**config.mk**
```make
export PLATFORM = sky130hd
export DESIGN_NAME = ram_port_master_flat
export DESIGN_NICKNAME = d
export VERILOG_FILES = /design/src/rtl/ram_port_master_if.sv /design/src/rtl/ram_port_master.sv /design/src/flat_wrapper.sv
export SDC_FILE = /design/constraint.sdc
export NUM_CORES = 1
export LEC_CHECK = 0
export BUFFER_PORTS_ARGS = -buffer_cell sky130_fd_sc_hd__buf_2
export CAP_MARGIN = 40
export CORE_MARGIN = 2
export CORE_UTILIZATION = 27
export CTS_CLUSTER_DIAMETER = 40
export DETAILED_ROUTE_END_ITERATION = 16
export GPL_TIMING_DRIVEN = 0
export PLACE_DENSITY = 0.57
export SYNTH_ARGS = -nofsm -noshare
export SYNTH_HDL_FRONTEND = slang
export SYNTH_SLANG_ARGS = --single-unit
export TNS_END_PERCENT = 1
```
**constraint.sdc**
```tcl
create_clock -name clk -period 5.05 [get_ports clk]
set_input_delay 1.01 -clock clk [delete_from_list [all_inputs] [get_ports clk]]
set_output_delay 1.01 -clock clk [all_outputs]
set_load 0.01 [all_outputs]
```
**src/rtl/ram_port_master_if.sv**
```systemverilog
// Command/response bundle for ram_port_master.
//   req_*  : command channel (valid/ready), write when req_we=1, else read
//   rsp_*  : read-data channel (valid/ready), data returned in command order
// master = command issuer / response consumer, slave = ram_port_master.
interface ram_port_master_if #(
  parameter int DATA_WIDTH = 8,
  parameter int ADDR_WIDTH = 4
) ();
  logic                  req_valid;
  logic                  req_ready;
  logic                  req_we;
  logic [ADDR_WIDTH-1:0] req_addr;
  logic [DATA_WIDTH-1:0] req_din;
  logic                  rsp_valid;
  logic                  rsp_ready;
  logic [DATA_WIDTH-1:0] rsp_data;

  modport master (
    output req_valid, req_we, req_addr, req_din, rsp_ready,
    input  req_ready, rsp_valid, rsp_data
  );

  modport slave (
    input  req_valid, req_we, req_addr, req_din, rsp_ready,
    output req_ready, rsp_valid, rsp_data
  );
endinterface

```
**src/rtl/ram_port_master.sv**
```systemverilog
// Request-side initiator for a single-port synchronous RAM (1-cycle registered
// read, dout held on write cycles).
// After reset the whole RAM is swept with INIT_VALUE, then commands from the
// bus are forwarded to the RAM port and read data is returned through a small
// response FIFO so the consumer can stall.
// Ports:
//   clk, rst   : clock shared with the RAM, synchronous active-high reset
//   bus        : slave side of command/response channels
//   init_busy  : high while the init sweep runs
//   ram_we/ram_addr/ram_din/ram_dout : RAM port
module ram_port_master #(
  parameter int                   DATA_WIDTH = 8,
  parameter int                   ADDR_WIDTH = 4,
  parameter logic [DATA_WIDTH-1:0] INIT_VALUE = '0,
  parameter int                   RSP_DEPTH  = 4
) (
  input  logic                  clk,
  input  logic                  rst,
  ram_port_master_if.slave      bus,
  output logic                  init_busy,
  output logic                  ram_we,
  output logic [ADDR_WIDTH-1:0] ram_addr,
  output logic [DATA_WIDTH-1:0] ram_din,
  input  logic [DATA_WIDTH-1:0] ram_dout
);
  localparam int PW = $clog2(RSP_DEPTH);

  typedef enum logic {S_INIT, S_RUN} state_t;

  state_t                state;
  logic [ADDR_WIDTH-1:0] init_cnt;
  logic                  rd_inflight;
  logic [DATA_WIDTH-1:0] fifo_mem [RSP_DEPTH];
  logic [PW-1:0]         wr_ptr, rd_ptr;
  logic [PW:0]           fifo_cnt;
  logic [PW+1:0]         occ;
  logic                  accept, rd_accept, push, pop;

  // Occupancy counts the read already in the RAM pipe, so every accepted read
  // is guaranteed a FIFO slot and overflow cannot happen.
  assign occ           = {1'b0, fifo_cnt} + {{(PW+1){1'b0}}, rd_inflight};
  assign init_busy     = (state == S_INIT);
  assign bus.req_ready = (state == S_RUN) && (occ < (PW+2)'(RSP_DEPTH));
  assign accept        = bus.req_valid && bus.req_ready;
  assign rd_accept     = accept && !bus.req_we;

  // dout is valid the cycle after the read was accepted; push it then.
  assign push          = rd_inflight;
  assign pop           = bus.rsp_valid && bus.rsp_ready;
  assign bus.rsp_valid = (fifo_cnt != '0);
  assign bus.rsp_data  = fifo_mem[rd_ptr];

  // In RUN the RAM port follows the request directly; only we is qualified.
  // Address/data toggling without an accept is harmless: the RAM just
  // refreshes dout, which is ignored unless a read is in flight.
  always_comb begin
    if (state == S_INIT) begin
      ram_we   = 1'b1;
      ram_addr = init_cnt;
      ram_din  = INIT_VALUE;
    end else begin
      ram_we   = accept && bus.req_we;
      ram_addr = bus.req_addr;
      ram_din  = bus.req_din;
    end
  end

  always_ff @(posedge clk) begin
    if (rst) begin
      state       <= S_INIT;
      init_cnt    <= '0;
      rd_inflight <= 1'b0;
      wr_ptr      <= '0;
      rd_ptr      <= '0;
      fifo_cnt    <= '0;
    end else begin
      if (state == S_INIT) begin
        init_cnt <= init_cnt + ADDR_WIDTH'(1);
        if (&init_cnt) state <= S_RUN;
      end
      rd_inflight <= rd_accept;
      if (push) wr_ptr <= wr_ptr + PW'(1);
      if (pop)  rd_ptr <= rd_ptr + PW'(1);
      case ({push, pop})
        2'b10:   fifo_cnt <= fifo_cnt + (PW+1)'(1);
        2'b01:   fifo_cnt <= fifo_cnt - (PW+1)'(1);
        default: fifo_cnt <= fifo_cnt;
      endcase
    end
  end

  // Storage needs no reset; pointers/count define what is valid.
  always_ff @(posedge clk) begin
    if (!rst && push) fifo_mem[wr_ptr] <= ram_dout;
  end
endmodule

```
**src/flat_wrapper.sv**
```systemverilog
// flat-port wrapper written by rule: the top's interface ports become plain ports
module ram_port_master_flat 
#(
  parameter int                   DATA_WIDTH = 8,
  parameter int                   ADDR_WIDTH = 4,
  parameter logic [DATA_WIDTH-1:0] INIT_VALUE = '0,
  parameter int                   RSP_DEPTH  = 4
)
  (clk, rst, init_busy, ram_we, ram_addr, ram_din, ram_dout, bus_req_valid, bus_req_we, bus_req_addr, bus_req_din, bus_rsp_ready, bus_req_ready, bus_rsp_valid, bus_rsp_data);
  ram_port_master_if #(.DATA_WIDTH(DATA_WIDTH), .ADDR_WIDTH(ADDR_WIDTH)) bus_i ();
  input  logic clk;
  input  logic rst;
  output logic init_busy;
  output logic ram_we;
  output logic [ADDR_WIDTH-1:0] ram_addr;
  output logic [DATA_WIDTH-1:0] ram_din;
  input  logic [DATA_WIDTH-1:0] ram_dout;
  input wire logic [$bits(bus_i.req_valid)-1:0] bus_req_valid;
  input wire logic [$bits(bus_i.req_we)-1:0] bus_req_we;
  input wire logic [$bits(bus_i.req_addr)-1:0] bus_req_addr;
  input wire logic [$bits(bus_i.req_din)-1:0] bus_req_din;
  input wire logic [$bits(bus_i.rsp_ready)-1:0] bus_rsp_ready;
  output wire logic [$bits(bus_i.req_ready)-1:0] bus_req_ready;
  output wire logic [$bits(bus_i.rsp_valid)-1:0] bus_rsp_valid;
  output wire logic [$bits(bus_i.rsp_data)-1:0] bus_rsp_data;
  assign bus_i.req_valid = bus_req_valid;
  assign bus_i.req_we = bus_req_we;
  assign bus_i.req_addr = bus_req_addr;
  assign bus_i.req_din = bus_req_din;
  assign bus_i.rsp_ready = bus_rsp_ready;
  assign bus_req_ready = bus_i.req_ready;
  assign bus_rsp_valid = bus_i.rsp_valid;
  assign bus_rsp_data = bus_i.rsp_data;
  ram_port_master #(.DATA_WIDTH(DATA_WIDTH), .ADDR_WIDTH(ADDR_WIDTH), .INIT_VALUE(INIT_VALUE), .RSP_DEPTH(RSP_DEPTH)) u_core (.clk(clk), .rst(rst), .bus(bus_i), .init_busy(init_busy), .ram_we(ram_we), .ram_addr(ram_addr), .ram_din(ram_din), .ram_dout(ram_dout));
endmodule
```
==> results.json <==
{
  "status": "complete, no violations",
  "critPathLaunchType": "register",
  "cts-resized-gates": 0,
  "dieArea_mm2": 0.007974,
  "cts_setup_buffers": 0,
  "layout-drive-gt1-share_pct": 40.54,
  "leakage_nw": 0.9246,
  "synthesis.area_mm2": 0.001964,
  "vdd_drop_max_uv": 100.1,
  "combPwrFrac_pct": 3.3,
  "yosysSeqAreaShare_pct": 64.20,
  "syn_to_final_growth_pct": 24.39,
  "ant_nets": 0,
  "pwr-share-clk_pct": 38.6,
  "cts_made_buffers": 5,
  "p_switching_mw": 0.1391,
  "seqPwrFrac_pct": 58.2,
  "setup_viol": 0,
  "cts_tree": "built",
  "ys_warn_count": 0,
  "synth_nets": 161,
  "grt_pass1_wl_mm": 5.699,
  "fmax_mhz": 382.3,
  "fin_nets": 216,
  "wl_per_cell_um": 12.04,
  "wl_mm": 3.419,
  "cts_sinks": 47,
  "clock_latency_ns": 0.29,
  "gr-usage-all-layers_pct": 9.638,
  "gp_congestion": 0.7717,
  "antenna_found_initial": 0,
  "finalPower_mw": 0.7123,
  "vias": 1176,
  "p_int_mw": 0.5732,
  "path_class": "register to primary output",
  "relSlewSlack_pct": 66.93,
  "clk_pin_slew_worst_paths_ns": 0.08,
  "dp_slack_ns": 2.454,
  "grt_setup_unrepaired": "false",
  "holdBufCountCts": 0,
  "first_pass_iters": 3,
  "initial_utilization_pct": 27.52,
  "hold_violations": 0,
  "clockBufferDepth": 2,
  "hold_class": "register to register",
  "cts_root_buf": "clkbuf_8",
  "grt_pass1_vias": 1231,
  "max-cap-violations": 0,
  "rows": 31,
  "tightest_slew_ns": 0.4961,
  "drc_errors": 0,
  "hpwl_mm": 2.449,
  "chipWidth_um": 89.30,
  "synthesis.instances": 129,
  "die_y_um": 89.30,
  "synthDistinctLibCells": 29,
  "syn_avg_cell_area_um2": 15.23,
  "clock_skew_ns": 0.009103,
  "power_density_mw_per_mm2": 291.5,
  "p_sw_share_pct": 19.53,
  "io_buffers": 48,
  "coreArea_mm2": 0.007137,
  "grt_overflow_total": 0,
  "synth_seq_cells": 47,
  "final_cell_mix": "buf_2 (49), edfxtp_1 (32), dfxtp_1 (15), nor2_1 (13), and2_1 (12)",
  "cp_data_required_time_ns": 4.04,
  "layout_commonest_cell": "buf_2",
  "arrival_ns": 1.61,
  "io_pins": 49,
  "period_minus_slack_ns": 2.616,
  "worst_slack_ns": 2.434,
  "antenna_cells": 0,
  "avgViaCountPerCell": 4.141,
  "drtIter0Drc": 53,
  "final_max_slew_viol_count": 0,
  "cts_max_level": 2,
  "tns_ns": 0,
  "critPathCaptureType": "primary output",
  "grt_max_degree": 17,
  "crit_fanout": 8,
  "post-route-period-util_pct": 51.80
}
synthesized netlist by cell type (all sizes together):
| cell | instances | area share [%] |
|---|---|---|
| fa | 1 | 1.0 |
| mux4 | 8 | 9.2 |
| buf | 3 | 1.0 |
| nand4b | 1 | 0.45 |
| ha | 6 | 3.8 |
| a21oi | 3 | 0.76 |
| clkbuf | 2 | 0.45 |
| xnor2 | 3 | 1.3 |
| nand3 | 1 | 0.25 |
| inv | 8 | 1.7 |
| and2b | 1 | 0.45 |
| xor2 | 5 | 2.2 |
| dfxtp | 15 | 15 |
| mux2i | 2 | 1.0 |
| o311ai | 1 | 0.45 |
| or3 | 2 | 0.64 |
| a311o | 1 | 0.57 |
| nor2 | 13 | 2.5 |
| o31a | 1 | 0.45 |
| nand2 | 1 | 0.19 |
| nor4b | 1 | 0.76 |
| edfxtp | 32 | 49 |
| and2 | 12 | 3.8 |
| mux2 | 4 | 2.3 |
| o21ai | 2 | 0.51 |
power groups by stage:
| stage | clock (mW) | combinational (mW) | sequential, mW |
|---|---|---|---|
| 6_report | 0.275 | 0.0232 | 0.414 |
| 5_1_grt | 0.302 | 0.0262 | 0.415 |
| 4_1_cts | 0.283 | 0.0235 | 0.414 |
| 3_5_place_dp | 0 | 0.0234 | 0.423 |
| 3_3_place_gp | 0 | 0.0232 | 0.423 |
| 2_1_floorplan | 0 | 0.00837 | 0.423 |
final timing paths:
path	from	end	slack [ns]	cells after the start
worst max register to register	u_core.fifo_cnt[0]$_SDFFE_PP0P_	u_core.fifo_cnt[2]$_SDFFE_PP0P_	3.09	7
worst min-delay path	u_core.init_cnt[2]$_SDFFE_PP0N_	u_core.state$_SDFF_PP0_	0.55	2
worst max-delay path	register	bus_rsp_data[6]	2.43	3
worst min register to register	u_core.init_cnt[2]$_SDFFE_PP0N_	u_core.state$_SDFF_PP0_	0.55	2
metal layers:
layer / global-route usage [%] / up-vias / part of all wire, %
met4: 2.849 / 0 / 0.73
met5: 0 / - / 0
met3: 4.155 / 2 / 7.3
li1: - / 570 / -
met1: 12.59 / 554 / 48
met2: 14.61 / 50 / 44
cell type report:
type	instances	area, um^2
clock inverters	3	46.29
inverters	8	32.53
flip-flops and latches	47	1261
plain buffers	5	28.78
fillers	742	4693
multi-input cells	69	641.9
clock buffers	5	68.82
well taps	99	123.9
repair buffers	48	240.2
logic make-up (layout without fill, tap and decap cells):
group	Yosys count	in the layout	synth area share, %
adders and majority gates	7	7	4.841
and+or+nand+nor	32	32	9.044
AOI/OAI and AO/OA	8	8	2.739
muxes	14	14	12.48
xor gates and xnor gates	8	8	3.567
buffers and inverters	13	69	3.121
DFF	47	47	64.20
critical path, cell delays in order (launching register included):
cell and delay [ns]:
dfxtp_1 0.31, buf_2 0.28, mux4_2 0.56, buf_2 0.16
sequential cells by signal (all words and copies together), names as in the netlist, named ones only:
register,flops
u_core.wr_ptr,2
u_core.state,1
u_core.push,1
u_core.init_cnt,4
u_core.rd_ptr,2
u_core.fifo_mem,32
u_core.fifo_cnt,3
stage by stage:
step / utilization, % / instance area [um^2] / instances / hold WS [ns]
floorplan: - / 1964 / 129 / 0.4770
global placement: 32.63 / 2328 / 276 / 0.5168
detailed placement: 32.63 / 2328 / 276 / 0.5228
CTS: 34.24 / 2444 / 284 / 0.5497
global route: 34.24 / 2444 / 284 / 0.5675
finish: 34.24 / 2444 / 284 / 0.5459
Power figures use the tool's default switching activity.
